## src/rtl/clipsafe_wb_regs.sv

```systemverilog
// -----------------------------------------------------------------------------
// clipsafe_wb_regs
//
// Wishbone classic responder holding the control/status registers of the
// CLIP-SAFE analog block. It drives the eight digital GPIO outputs and their
// enables, samples the three digital GPIO inputs, counts trip events seen on
// io_in[0], and raises a level-sensitive user interrupt while a trip is
// pending.
//
// Ports:
//   wb_clk_i   in   1   sole clock, all state changes on the rising edge
//   wb_rst_i   in   1   asynchronous, active-high reset
//   wbs_stb_i  in   1   strobe
//   wbs_cyc_i  in   1   bus cycle valid
//   wbs_we_i   in   1   1 = write, 0 = read
//   wbs_sel_i  in   4   byte-lane enables for writes
//   wbs_dat_i  in  32   write data
//   wbs_adr_i  in  32   byte address
//   wbs_ack_o  out  1   registered single-cycle acknowledge
//   wbs_dat_o  out 32   registered read data, 0 whenever ack is low
//   io_in      in   3   digital GPIO inputs, bit0 = trip comparator
//   io_out     out  8   GPIO output values
//   io_oeb     out  8   GPIO output enables, active low
//   user_irq   out  3   bit0 = trip interrupt, bits 2:1 tied low
//
// Register map (offset = wbs_adr_i[7:0], bits [1:0] ignored):
//   0x00 CTRL   R/W  [0] enable, [1] irq_en, [2] cnt_clr (write-1 pulse, reads 0)
//   0x04 GPIO   R/W  [7:0] io_out, [15:8] io_oeb
//   0x08 STATUS      [2:0] synchronized io_in (RO), [8] trip sticky (W1C)
//   0x0C COUNT  RO   zero-extended trip counter
//   0x10 ID     RO   ID_VALUE
//   other offsets in the window read 0, ignore writes and are still acked.
// -----------------------------------------------------------------------------
module clipsafe_wb_regs #(
    parameter logic [31:0] BASE_ADDR = 32'h3000_0000,
    parameter logic [31:0] ID_VALUE  = 32'hC115_AFE1,
    parameter int unsigned CNT_W     = 16
) (
    input  logic        wb_clk_i,
    input  logic        wb_rst_i,
    input  logic        wbs_stb_i,
    input  logic        wbs_cyc_i,
    input  logic        wbs_we_i,
    input  logic [3:0]  wbs_sel_i,
    input  logic [31:0] wbs_dat_i,
    input  logic [31:0] wbs_adr_i,
    output logic        wbs_ack_o,
    output logic [31:0] wbs_dat_o,
    input  logic [2:0]  io_in,
    output logic [7:0]  io_out,
    output logic [7:0]  io_oeb,
    output logic [2:0]  user_irq
);

    // Word offsets inside the 256-byte window.
    localparam logic [5:0] OFS_CTRL   = 6'h00;
    localparam logic [5:0] OFS_GPIO   = 6'h01;
    localparam logic [5:0] OFS_STATUS = 6'h02;
    localparam logic [5:0] OFS_COUNT  = 6'h03;
    localparam logic [5:0] OFS_ID     = 6'h04;

    localparam logic [CNT_W-1:0] CNT_MAX = '1;

    // -------------------------------------------------------------------------
    // Handshake: a request is accepted when cyc and stb are both high, the
    // address falls in the window and no ack is currently being presented.
    // An accepted request raises ack for exactly one cycle after the sampling
    // edge; the ~ack term forces a held request to be accepted only every
    // other cycle. Writes take effect and read data is captured on that same
    // edge. Addresses outside the window are never acknowledged.
    // -------------------------------------------------------------------------
    logic       hit;
    logic       req;
    logic       wr_req;
    logic       rd_req;
    logic [5:0] word;

    // State registers
    logic             ack_q,      ack_d;
    logic [31:0]      dat_q,      dat_d;
    logic             enable_q,   enable_d;
    logic             irq_en_q,   irq_en_d;
    logic [7:0]       gpio_out_q, gpio_out_d;
    logic [7:0]       gpio_oeb_q, gpio_oeb_d;
    logic             trip_q,     trip_d;
    logic [CNT_W-1:0] cnt_q,      cnt_d;
    logic             irq_q,      irq_d;

    // Input synchronizer and edge-detect history
    logic [2:0]       sync1_q,    sync1_d;
    logic [2:0]       sync2_q,    sync2_d;
    logic             prev_q,     prev_d;

    // Combinational helpers
    logic             rise;
    logic             trip_event;
    logic             cnt_clr;
    logic             trip_w1c;
    logic [31:0]      cnt_ext;
    logic [31:0]      rdata;

    // Bits of the bus that carry no meaning for this register set.
    logic             unused_bus_bits;
    assign unused_bus_bits = ^{wbs_adr_i[1:0], wbs_dat_i[31:16]};

    assign hit    = (wbs_adr_i[31:8] == BASE_ADDR[31:8]);
    assign req    = wbs_cyc_i & wbs_stb_i & ~ack_q & hit;
    assign wr_req = req & wbs_we_i;
    assign rd_req = req & ~wbs_we_i;
    assign word   = wbs_adr_i[7:2];

    // Rising edge of the synchronized trip comparator. prev_q is one stage
    // behind sync2_q, so an io_in[0] edge becomes a trip on the third edge.
    assign rise = sync2_q[0] & ~prev_q;

    // -------------------------------------------------------------------------
    // Read mux: returns the values held before any write on the same edge.
    // -------------------------------------------------------------------------
    always_comb begin
        cnt_ext = '0;
        cnt_ext[CNT_W-1:0] = cnt_q;
    end

    always_comb begin
        rdata = '0;
        case (word)
            OFS_CTRL:   rdata[1:0]  = {irq_en_q, enable_q};
            OFS_GPIO:   rdata[15:0] = {gpio_oeb_q, gpio_out_q};
            OFS_STATUS: begin
                rdata[2:0] = sync2_q;
                rdata[8]   = trip_q;
            end
            OFS_COUNT:  rdata       = cnt_ext;
            OFS_ID:     rdata       = ID_VALUE;
            default:    rdata       = '0;
        endcase
    end

    // -------------------------------------------------------------------------
    // Next-state logic
    // -------------------------------------------------------------------------
    always_comb begin
        ack_d      = req;
        dat_d      = rd_req ? rdata : '0;
        enable_d   = enable_q;
        irq_en_d   = irq_en_q;
        gpio_out_d = gpio_out_q;
        gpio_oeb_d = gpio_oeb_q;
        trip_d     = trip_q;
        cnt_d      = cnt_q;
        cnt_clr    = 1'b0;
        trip_w1c   = 1'b0;
        trip_event = 1'b0;

        sync1_d    = io_in;
        sync2_d    = sync1_q;
        prev_d     = sync2_q[0];

        // The interrupt follows trip and irq_en with one cycle of delay.
        irq_d      = trip_q & irq_en_q;

        if (wr_req) begin
            case (word)
                OFS_CTRL: begin
                    if (wbs_sel_i[0]) begin
                        enable_d = wbs_dat_i[0];
                        irq_en_d = wbs_dat_i[1];
                        cnt_clr  = wbs_dat_i[2];
                    end
                end
                OFS_GPIO: begin
                    if (wbs_sel_i[0]) gpio_out_d = wbs_dat_i[7:0];
                    if (wbs_sel_i[1]) gpio_oeb_d = wbs_dat_i[15:8];
                end
                OFS_STATUS: begin
                    if (wbs_sel_i[1]) trip_w1c = wbs_dat_i[8];
                end
                default: begin
                end
            endcase
        end

        // Edge qualification uses the enable in force before this edge.
        trip_event = rise & enable_q;

        // A new trip beats a simultaneous W1C so no event is lost.
        if (trip_event) begin
            trip_d = 1'b1;
        end else if (trip_w1c) begin
            trip_d = 1'b0;
        end

        // A counter clear beats a simultaneous trip; the counter saturates.
        if (cnt_clr) begin
            cnt_d = '0;
        end else if (trip_event && (cnt_q != CNT_MAX)) begin
            cnt_d = cnt_q + CNT_W'(1);
        end
    end

    // -------------------------------------------------------------------------
    // State registers
    // -------------------------------------------------------------------------
    always_ff @(posedge wb_clk_i or posedge wb_rst_i) begin
        if (wb_rst_i) begin
            ack_q      <= 1'b0;
            dat_q      <= '0;
            enable_q   <= 1'b0;
            irq_en_q   <= 1'b0;
            gpio_out_q <= 8'h00;
            gpio_oeb_q <= 8'hFF;
            trip_q     <= 1'b0;
            cnt_q      <= '0;
            irq_q      <= 1'b0;
            sync1_q    <= '0;
            sync2_q    <= '0;
            prev_q     <= 1'b0;
        end else begin
            ack_q      <= ack_d;
            dat_q      <= dat_d;
            enable_q   <= enable_d;
            irq_en_q   <= irq_en_d;
            gpio_out_q <= gpio_out_d;
            gpio_oeb_q <= gpio_oeb_d;
            trip_q     <= trip_d;
            cnt_q      <= cnt_d;
            irq_q      <= irq_d;
            sync1_q    <= sync1_d;
            sync2_q    <= sync2_d;
            prev_q     <= prev_d;
        end
    end

    assign wbs_ack_o = ack_q;
    assign wbs_dat_o = dat_q;
    assign io_out    = gpio_out_q;
    assign io_oeb    = gpio_oeb_q;
    assign user_irq  = {2'b00, irq_q};

endmodule
```

## config.mk

```make
export PLATFORM = sky130hd
export DESIGN_NAME = clipsafe_wb_regs
export DESIGN_NICKNAME = d
export VERILOG_FILES = /design/src/rtl/clipsafe_wb_regs.sv
export SDC_FILE = /design/constraint.sdc
export NUM_CORES = 1
export LEC_CHECK = 0
export CAP_MARGIN = 20
export CORE_ASPECT_RATIO = 0.6
export CORE_MARGIN = 2
export CORE_UTILIZATION = 46
export CTS_CLUSTER_DIAMETER = 100
export DETAILED_ROUTE_END_ITERATION = 12
export PLACE_DENSITY = 0.82
export SKIP_LAST_GASP = 1
export SLEW_MARGIN = 10
export SYNTH_ARGS = -nofsm -noshare
export SYNTH_HDL_FRONTEND = slang
export SYNTH_SLANG_ARGS = --single-unit
```

## constraint.sdc

```tcl
create_clock -name wb_clk_i -period 4.05 [get_ports wb_clk_i]
set_clock_uncertainty 0.05 [all_clocks]
set_input_delay 0.405 -clock wb_clk_i [delete_from_list [all_inputs] [get_ports wb_clk_i]]
set_output_delay 0.405 -clock wb_clk_i [all_outputs]
set_load 0.02 [all_outputs]
```

# Word level (Yosys, flattened, before mapping)
# Index checks and enable logic that the tools add are counted.
dict set report word_totals {
  ff_bits 76
  input_bits 76
  out_inout_bits 52
  elab_cells 54
}
dict set report op_classes {
  n_addsub 1
  n_eq_ne 6
  mux 17
  bitwise 11
  reduce_logical 7
}
# op n
set ops {}
lappend ops {{$mux W16} 3}
lappend ops {{$mux W32} 1}
lappend ops {{$eq A24 B22 Y1 const B} 1}
lappend ops {{$pmux W7 S3} 1}
lappend ops {{$add A16 B1 Y16 const B} 1}
lappend ops {{$ne A16 B16 Y1 const B} 1}
lappend ops {{$pmux W5 S3} 1}
lappend ops {{$eq A6 B2 Y1 const B} 2}
lappend ops {{$pmux W2 S5} 1}
lappend ops {{$reduce_and A3 Y1} 3}
lappend ops {{$and A1 B1 Y1} 8}
lappend ops {{$mux W1} 8}
lappend ops {{$eq A6 B1 Y1 const B} 1}
lappend ops {{$eq A6 B3 Y1 const B} 1}
lappend ops {{$logic_not A6 Y1} 1}
lappend ops {{$pmux W1 S4} 1}
lappend ops {{$reduce_bool A2 Y1} 2}
lappend ops {{$not A1 Y1} 3}
lappend ops {{$pmux W1 S3} 1}
lappend ops {{$logic_and A1 B1 Y1} 1}

# Longest topological paths before layout
# Gate-level depths: netlist of run 1.
dict set report logic_depth {
  depth_word 7
  depth_mapped 7
  depth_no_buf 5
}

# Worst setup path after synthesis of run 1
# No wires, ideal clock.
dict set report synth_timing {
  path_kind {flip-flop to flip-flop}
  startpoint {register ack_q (netlist: wbs_ack_o)}
  endpoint {register gpio_out_q[0] (netlist: io_out[0])}
  setup_time_ns 0.125
  t_arrival_ns 1.991
  required_time_ns 3.875
  path_slack_ns 1.884
  path_stages_with_launch 5
  n_path_buf 0
  period_less_slack_ns 2.166
  cell_sequence {dfrtp_1 > nor4bb_1 > nand4_2 > nor4_4 > mux2_2}
}
dict set report synth_between {
  elab_chain_len 5
}
# element line
set synth_rtl {}
lappend synth_rtl {{start, declared} 79} ;# logic ack_q, ack_d;
lappend synth_rtl {{start signal, assigned} 219} ;# ack_q <= ack_d;
lappend synth_rtl {{$not A1 Y1} 107} ;# assign req = wbs_cyc_i & wbs_stb_i & ~ack_q & hit;
lappend synth_rtl {{$and A1 B1 Y1 (2 in a row)} 107}
lappend synth_rtl {{$and A1 B1 Y1} 108} ;# assign wr_req = req & wbs_we_i;
lappend synth_rtl {{$reduce_and A3 Y1 (no source line)} n/a}
lappend synth_rtl {{end signal, assigned} 223} ;# gpio_out_q <= gpio_out_d;
lappend synth_rtl {{end, declared} 83} ;# logic [7:0] gpio_out_q, gpio_out_d;
# Every way passes these cells.
# A chain may end at the register's enable or synchronous reset.

# Worst setup path in the final report of run 1
dict set report layout_timing {
  startpoint {input wbs_adr_i[20]}
  endpoint {register gpio_out_q[3] (netlist: io_out[3])}
}
dict set report layout_between {
  elab_chain_len 4
}
# element line
set layout_rtl {}
lappend layout_rtl {{start, declared} 46} ;# input logic [31:0] wbs_adr_i,
lappend layout_rtl {{$eq A24 B22 Y1} 106} ;# assign hit = (wbs_adr_i[31:8] == BASE_ADDR[31:8]);
lappend layout_rtl {{$and A1 B1 Y1} 107}
lappend layout_rtl {{$and A1 B1 Y1} 108}
lappend layout_rtl {{$reduce_and A3 Y1 (no source line)} n/a}
# Every way passes these cells.

==> results of run 1 <==
[through the flow]
stage / power, W / cells / cell area (µm²) / setup WS (ns)
finish: 0.00118 / 448 / 4170 / 1.46
global route: 0.00124 / 448 / 4170 / 1.20
CTS: 0.00119 / 447 / 4150 / 1.45
detailed placement: 0.000734 / 431 / 3990 / 1.10
global placement: 0.000732 / 431 / 3990 / 1.12
floorplan: 0.000677 / 278 / 3080 / 1.88
[synthesized netlist by cell type, types with 2 or more instances]
| master | n |
|---|---|
| a21oi_1 | 25 |
| a22o_1 | 2 |
| and2_1 | 3 |
| and3_1 | 3 |
| buf_1 | 2 |
| buf_2 | 4 |
| buf_4 | 18 |
| clkbuf_1 | 7 |
| dfrtp_1 | 53 |
| dfstp_2 | 8 |
| inv_1 | 3 |
| mux2_2 | 28 |
| mux2i_1 | 4 |
| mux4_2 | 2 |
| nand2_1 | 13 |
| nand3_1 | 12 |
| nand3b_1 | 3 |
| nand4_1 | 9 |
| nand4_2 | 2 |
| nor2_1 | 4 |
| nor3_1 | 6 |
| nor4_1 | 6 |
| nor4_4 | 4 |
| o21ai_0 | 4 |
| o31ai_1 | 12 |
| or3_1 | 5 |
| or4_1 | 12 |
[state kept, by name (all words and copies together) (netlist names)]
name / count
sync2_q: 3
trip_q: 1
irq_q: 1
prev_q: 1
io_oeb: 8
sync1_q: 3
io_out: 8
wbs_dat_o: 17
wbs_ack_o: 1
cnt_q: 16
irq_en_q: 1
enable_q: 1
[kinds of logic (layout without fill, tap and decap cells)]
kind of cell / after synthesis / count (layout)
multiplexers: 34 / 34
buffers and inverters: 34 / 120
flip-flops: 61 / 61
AO/OA/AOI/OAI: 45 / 45
adder cells (fa/ha/maj): 1 / 1
AND/OR/NAND/NOR: 91 / 91
other: 1 / 12
[worst paths after layout]
path | start | endpoint | slack, ns | cells past startpoint
hold / removal | wb_rst_i | wbs_ack_o | 0.25 | 2
min in group wb_clk_i | sync1_q[0] | sync2_q[0] | 0.30 | 0
setup / recovery | wbs_adr_i[20] | io_out[3] | 1.46 | 5
hold reg to reg | sync1_q[0] | sync2_q[0] | 0.30 | 0
max in group asynchronous | wb_rst_i | io_oeb[3] | 2.94 | 4
setup reg to reg | wbs_ack_o | io_out[3] | 1.62 | 4
[area by class of cell]
| class | count | area (µm²) |
|---|---|---|
| Multi-Input combinational cell | 183 | 1340 |
| Fill cell | 509 | 2070 |
| Inverter | 3 | 11.3 |
| Tap cell | 84 | 105 |
| Sequential cell | 61 | 1540 |
| Timing Repair Buffer | 101 | 1010 |
| Clock buffer | 10 | 128 |
| Clock inverter | 6 | 41.3 |
[power by group through the flow]
stage	clock [W]	sequential, W	combinational (W)
3_5_place_dp	0	0.000626	0.000109
3_3_place_gp	0	0.000626	0.000107
4_1_cts	0.000468	0.000615	0.000109
2_1_floorplan	0	0.000625	0.0000519
6_report	0.000459	0.000615	0.000110
5_1_grt	0.000501	0.000614	0.000120
[metal layers]
layer | wire length (µm) | up-vias | part of all wire (%)
met2 | 3460 | 95 | 45
met1 | 3440 | 1210 | 45
met3 | 626 | 14 | 8.2
met5 | 0 | - | 0
met4 | 114 | 0 | 1.5
li1 | - | 1167 | -
[critical path: stages]
cell and delay (ns):
clkdlybuf4s50_1 0.40, nor4b_1 0.38, nand4_2 0.36, nor4_4 0.79, mux2_2 0.41
[layout by cell type (no fill, tap or decap), types with 2 or more instances in the layout]
master | netlist | layout
and2_1 | 3 | 3
clkinvlp_4 | 0 | 3
clkinv_2 | 0 | 2
mux4_2 | 2 | 2
mux2_2 | 28 | 28
inv_1 | 3 | 2
conb_1 | 1 | 12
nor3_1 | 6 | 6
clkdlybuf4s50_1 | 0 | 95
o21ai_0 | 4 | 4
a22o_1 | 2 | 2
o31ai_1 | 12 | 12
buf_4 | 18 | 5
nor4_1 | 6 | 6
clkbuf_8 | 0 | 9
a21oi_1 | 25 | 25
nand3_1 | 12 | 12
nand4_2 | 2 | 2
nand3b_1 | 3 | 3
nor4_4 | 4 | 4
nand4_1 | 9 | 9
mux2i_1 | 4 | 4
or3_1 | 5 | 5
and3_1 | 3 | 3
dfstp_2 | 8 | 8
nor2_1 | 4 | 4
dfrtp_1 | 53 | 53
or4_1 | 12 | 12
nand2_1 | 13 | 13
==> flow_summary.toml, run 1 <==
[synth]
synth-compound-area-share_pct = 8.85
synth_warnings = 0
netlist-cell-type-count = 40
synth_fa_ha_area_share_pct = 0.412
ys_seq_area_share_pct = 50.6
synth-xor-area-share_pct = 0
synth_area_leaders = "dfrtp_1 44%, mux2_2 10%, dfstp_2 6.9%"
netlist_area_um2 = 3040
synthSimpleGateAreaFrac_pct = 20.3
synthMuxAreaShare_pct = 13.2
async_flop_share_pct = 100
synth_top_area_share_pct = 43.6
synth_top_family_by_area = "simple AND/OR/NAND/NOR gates"
yosysTopAreaCell = "dfrtp_1"
synth_edf_count = 0
ys.flop_type = "dfrtp_1"
syn_area_per_cell_um2 = 11.4
ys_ff_latch = 61
synthCells = 267

[timing]
fin_tns_setup_ns = 0
finalSetupViolCount = 0
maxSlewHeadroom_pct = 44.0
max_freq_mhz = 386
finalCritPeriodShare_pct = 64.0
hold_viol_final = 0
hold_slack_ns = 0.246
tightest_slew_ns = 0.833
drv_slew = 0
min_period_ns = 2.59
rsz0062_at_grt = "no"

[clock_network]
postCtsSetupBuffers = 0
clock_latency_ns = 0.34
clockBufferDepth = 2
clock-root-buffer = "clkbuf_8"
cts_tree = "yes"
htreeDepth = 3
cts_num_sinks = 61
path_clk_slew_ns = 0.07
ctsResizeCount = 0
cts_hold_buf = 0
cts_inserted_buffers = 9

[grt]
grt_use_met2_pct = 34.6
grt_pass1_wl_mm = 12.2
grt.overflow.total = 0
antenna_found_initial = 0
track_usage_pct = 22.6
grt_max_degree = 50
gr-usage-met3_pct = 7.24
grt_pass1_vias = 2463
busiest_layer = "met2"
grt_use_met1_pct = 30.7

[layout]
drive_above_1_share_pct = 18.7
utilization_pct = 66.8
nNetsFinal = 436
syn_to_final_growth_pct = 37.3
diodes = 0

[setup_path]
worst_setup_path_end_kind = "register"
cp_max_fo = 8
cp_data_required_time_ns = 4.21
critPathKind = "input pin to register"
start_kind = "input pin"
arrival_ns = 2.76

[floorplanning]
start_util_pct = 48.6
io_pins = 128
fp-row-count = 22
dieArea_um2 = 7290
core_um2 = 6250
chipHeight_um = 67.0
dieWidth_um = 109

[place]
port_buffers = 95
place.gp.congestion = 0.813
hpwl_mm = 5.75

[pwr]
switching_share_pct = 24.3
power.switching_w = 0.000288
power.density_nw_per_um2 = 284
p_int_w = 0.000896
p_leak_nw = 1.66
clockPowerShare_pct = 38.8
irDropWorstVdd_mv = 0.198
combPwrFrac_pct = 9.3
p_seq_share_pct = 51.9

[drt]
finalWirelength_mm = 7.64
dr.pass1.iters = 4
dr_total_vias = 2486
drtIter0Drc = 106
vias_per_cell = 5.55
wire_per_inst_um = 17.1
drc_errors = 0
antenna_left = 0

[run_status]
outcome = "completed"

[run]
maxCapViolCount = 0

[worst_hold_path]
hold_path_class = "input pin to asynchronous set/reset pin"
(Power assumes the default switching activity.)
==> run 2, diff against run 1 <==
--- a/config.mk
+++ b/config.mk
@@ -8,10 +8,10 @@
 export CAP_MARGIN = 20
 export CORE_ASPECT_RATIO = 0.6
 export CORE_MARGIN = 2
-export CORE_UTILIZATION = 46
+export CORE_UTILIZATION = 43
 export CTS_CLUSTER_DIAMETER = 100
 export DETAILED_ROUTE_END_ITERATION = 12
-export PLACE_DENSITY = 0.82
+export PLACE_DENSITY = 0.77
 export SKIP_LAST_GASP = 1
 export SLEW_MARGIN = 10
 export SYNTH_ARGS = -nofsm -noshare
==> constraint.sdc (replaced) <==
create_clock -name wb_clk_i -period 2.4 [get_ports wb_clk_i]
set_clock_uncertainty 0.05 [all_clocks]
set_input_delay 0.24 -clock wb_clk_i [delete_from_list [all_inputs] [get_ports wb_clk_i]]
set_output_delay 0.24 -clock wb_clk_i [all_outputs]
set_load 0.02 [all_outputs]
==> run 2 against run 1 <==
Register-to-register slack got worse by 1.4 ns; global-route usage decreased by 0.69 points; non-clock buffer count is 10 higher; sequential power up 69%; first-iteration DRC count increased by 100%; utilization down 1.2 points; sequential share of layout area fell by 2.2 points; count of clock-buffer cells in the layout increased by 3; combinational power rose by 70%; clock power grew to 3.1 times the previous value; final cell count is 2.9% higher; flip-flop and latch count unchanged.
==> flow_summary.toml, run 2 (synthesis results as in run 1) <==
[run_status]
outcome = "completed"

[drt]
drc_errors = 0
dr.pass1.iters = 4
dr_total_vias = 2552
finalWirelength_mm = 8.19
wire_per_inst_um = 17.8
drtIter0Drc = 217
antenna_left = 0
vias_per_cell = 5.54

[clock_network]
clockBufferDepth = 2
cts_hold_buf = 0
cts_inserted_buffers = 9
clock-root-buffer = "clkbuf_16"
cts_num_sinks = 61
postCtsSetupBuffers = 0
cts_tree = "yes"
htreeDepth = 3
clock_latency_ns = 0.33
ctsResizeCount = 0
path_clk_slew_ns = 0.05

[timing]
fin_ws_ns = 0.230
hold_slack_ns = 0.241
max_freq_mhz = 461
hold_viol_final = 0
maxSlewHeadroom_pct = 61.1
drv_slew = 0
finalSetupViolCount = 0
finalCritPeriodShare_pct = 90.4
tightest_slew_ns = 0.582
rsz0062_at_grt = "no"
min_period_ns = 2.17

[layout]
diodes = 0
final_cell_mix = "95 x clkdlybuf4s50_1, 53 x dfrtp_1, 28 x mux2_2"
mostFrequentLayoutCell = "clkdlybuf4s50_1"
drive_above_1_share_pct = 20.6
largest_reg_flops = 17
syn_to_final_growth_pct = 46.0
nNetsFinal = 446

[setup_path]
worst_setup_path_end_kind = "register"
arrival_ns = 2.33
critPathKind = "register to register"
cp_data_required_time_ns = 2.56
rr_startpoint = "wbs_ack_o"
startpoint = "wbs_ack_o"
start_kind = "register"
cp_max_fo = 8

[place]
hpwl_mm = 6.07
pre_cts_ws_ns = -0.0650
place.gp.congestion = 0.903
port_buffers = 95

[grt]
track_usage_pct = 21.9
grt_max_degree = 27
grt.overflow.total = 0
grt_pass1_vias = 2552
grt_pass1_wl_mm = 13.1
antenna_found_initial = 0

[run]
maxCapViolCount = 0

[pwr]
power.density_nw_per_um2 = 595
p_leak_nw = 1.80
irDropWorstVdd_mv = 0.435

[floorplanning]
chipHeight_um = 69.1
dieWidth_um = 113
start_util_pct = 44.9
fp-row-count = 23
dieArea_um2 = 7780
core_um2 = 6760
io_pins = 128

[worst_hold_path]
hold_path_class = "input pin to asynchronous set/reset pin"
## run 2: changes by cell type in the layout (fill, tap and decap cells not counted), sizes merged
cell	before	now
buf	6	16
clkbuf	10	13
clkinvlp	3	0
bufinv	0	2
clkinv	3	1
## run 2: area by class of cell
class / count / area [µm²]
clock buffers: 13 / 260
repair buffers: 111 / 1110
multi-input cells: 183 / 1340
well taps: 87 / 109
inverters: 3 / 11.3
fillers: 519 / 2320
flip-flops and latches: 61 / 1540
clock inverters: 3 / 68.8
## run 2: metrics by stage
| stage | util (%) | instances | setup TNS, ns | total power, W | area (µm²) |
|---|---|---|---|---|---|
| 2_1_floorplan | - | 278 | 0 | 0.00114 | 3080 |
| 3_3_place_gp | 60.8 | 445 | -0.142 | 0.00124 | 4110 |
| 3_5_place_dp | 60.8 | 445 | -0.607 | 0.00124 | 4110 |
| 4_1_cts | 65.6 | 461 | 0 | 0.00267 | 4440 |
| 5_1_grt | 65.6 | 461 | 0 | 0.00273 | 4440 |
| 6_report | 65.6 | 461 | 0 | 0.00264 | 4440 |
## run 2: worst paths after layout
| path | to | slack (ns) | cells after the start |
|---|---|---|---|
| worst max-delay path | irq_en_q | 0.23 | 5 |
| worst min-delay path | wbs_dat_o[5] | 0.24 | 2 |
| worst max register to register | irq_en_q | 0.23 | 5 |
| worst min register to register | sync2_q[2] | 0.30 | 0 |
| max in group asynchronous | cnt_q[4] | 1.32 | 3 |
| min in group wb_clk_i | sync1_q[2] | 0.29 | 1 |
## run 2: critical path, stage by stage (launching register included)
cell	delay (ns)
dfrtp_1	0.37
nor4bb_1	0.34
nand4_2	0.32
nor4_1	0.41
buf_4	0.22
mux2_2	0.33
## run 2: power by group
part           switching (W)  internal, W
clock network       0.000447     0.000967
logic              0.0000815     0.000105
registers         0.00000306      0.00104
## run 2: per-layer routing
layer	up-vias	global-route usage, %	share of wire [%]
met1	1251	31.2	45
li1	1181	-	-
met3	13	6.60	7.8
met4	0	7.32	1.3
met5	-	0	0
met2	107	31.9	46
==> run 3, diff against run 2 <==
==> constraint.sdc (replaced) <==
create_clock -name wb_clk_i -period 2.4 [get_ports wb_clk_i]
set_clock_uncertainty 0.05 [all_clocks]
set_input_delay 0.24 -clock wb_clk_i [delete_from_list [all_inputs] [get_ports wb_clk_i]]
set_output_delay 0.24 -clock wb_clk_i [all_outputs]
set_load 0.1 [all_outputs]
==> run 3 against run 2 <==
Critical path depth stayed put; power grew 1.6%; setup slack worse by 0.012 ns; register-to-register slack barely moved; combinational power up 35%.
==> flow_summary.toml, run 3 (synthesis results as in run 1) <==
[run_status]
outcome = "completed"

[grt]
grt_pass1_wl_mm = 12.8
antenna_found_initial = 0
track_usage_pct = 21.4
grt.overflow.total = 0
grt_max_degree = 35
grt_pass1_vias = 2439

[timing]
finalCritPeriodShare_pct = 90.9
fin_tns_setup_ns = 0
max_freq_mhz = 458
finalSetupViolCount = 0
drv_slew = 0
hold_viol_final = 0
fin_ws_ns = 0.219
rsz0062_at_grt = "no"
min_period_ns = 2.18

[setup_path]
cp_max_fo = 7
critPathKind = "register to register"
start_kind = "register"
cp_data_required_time_ns = 2.57
arrival_ns = 2.35
reg2regPathDepth = 5
worst_setup_path_end_kind = "register"
reg2reg_slack_ns = 0.22

[clock_network]
clock-root-buffer = "clkbuf_16"
cts_inserted_buffers = 9
path_clk_slew_ns = 0.06
cts_hold_buf = 0
cts_num_sinks = 61
clockBufferDepth = 2
ctsResizeCount = 0
cts_tree = "yes"
postCtsSetupBuffers = 0
htreeDepth = 3
clock_latency_ns = 0.33

[floorplanning]
dieArea_um2 = 7780
io_pins = 128
dieWidth_um = 113
chipHeight_um = 69.1
core_um2 = 6760
start_util_pct = 44.9
fp-row-count = 23

[run]
maxCapViolCount = 0

[layout]
syn_to_final_growth_pct = 42.6
largest_reg_flops = 17
final_cell_mix = "59 x buf_4, 55 x clkdlybuf4s50_1, 52 x dfrtp_1"
mostFrequentLayoutCell = "buf_4"
drive_above_1_share_pct = 32.3
diodes = 0
nNetsFinal = 450

[drt]
finalWirelength_mm = 8.01
wire_per_inst_um = 17.2
vias_per_cell = 5.46
drtIter0Drc = 176
dr.pass1.iters = 4
drc_errors = 0
antenna_left = 0
dr_total_vias = 2541

[worst_hold_path]
hold_path_class = "input pin to asynchronous set/reset pin"

[place]
pre_cts_ws_ns = -0.0778
port_buffers = 95
hpwl_mm = 5.90
place.gp.congestion = 0.889

[pwr]
power.density_nw_per_um2 = 619
irDropWorstVdd_mv = 0.374
p_leak_nw = 1.88
## run 3: final cells by class
class / count / area [µm²]
clock inverter: 5 / 85.1
timing repair buffer: 115 / 1010
clock buffer: 11 / 233
inverter: 3 / 11.3
multi-input combinational: 183 / 1340
fill: 533 / 2430
sequential: 61 / 1540
tap: 87 / 109
## run 3: path summary, 6_finish.rpt
path	from	endpoint
hold / removal	wb_rst_i	io_out[7]
setup reg to reg	wbs_ack_o	enable_q
setup / recovery	wbs_ack_o	enable_q
min in group wb_clk_i	io_in[1]	sync1_q[1]
hold reg to reg	sync1_q[2]	sync2_q[2]
max in group asynchronous	wb_rst_i	io_oeb[4]
## run 3: report_power, final
part	internal, W	leakage [nW]	switching (W)
Clock	0.000912	0.150	0.000480
Combinational	0.000106	1.01	0.000146
Sequential	0.00104	0.722	0.00000252
## run 3: per-layer routing
layer,GRT usage [%],up-vias,share of wire [%]
li1,-,1193,-
met1,30.0,1220,46
met2,29.7,115,42
met3,9.23,13,10
met4,7.59,0,1.5
met5,0,-,0
## run 3: per-stage QoR
| step | hold slack [ns] | cell area (µm²) | power [W] | utilization, % | std cells |
|---|---|---|---|---|---|
| 4_1_cts | 0.249 | 4330 | 0.00270 | 64.1 | 465 |
| 5_1_grt | 0.278 | 4330 | 0.00276 | 64.1 | 465 |
| 3_3_place_gp | 0.286 | 4020 | 0.00130 | 59.4 | 449 |
| 3_5_place_dp | 0.286 | 4020 | 0.00131 | 59.4 | 449 |
| 2_1_floorplan | 0.221 | 3080 | 0.00121 | - | 278 |
| 6_report | 0.239 | 4330 | 0.00268 | 64.1 | 465 |
## run 3: worst max-delay path, cell delays in order (launching register included)
cell and delay, ns:
dfrtp_2 0.40, nor4bb_1 0.34, nand4_2 0.31, nor4_1 0.44, buf_4 0.20, mux2_2 0.33
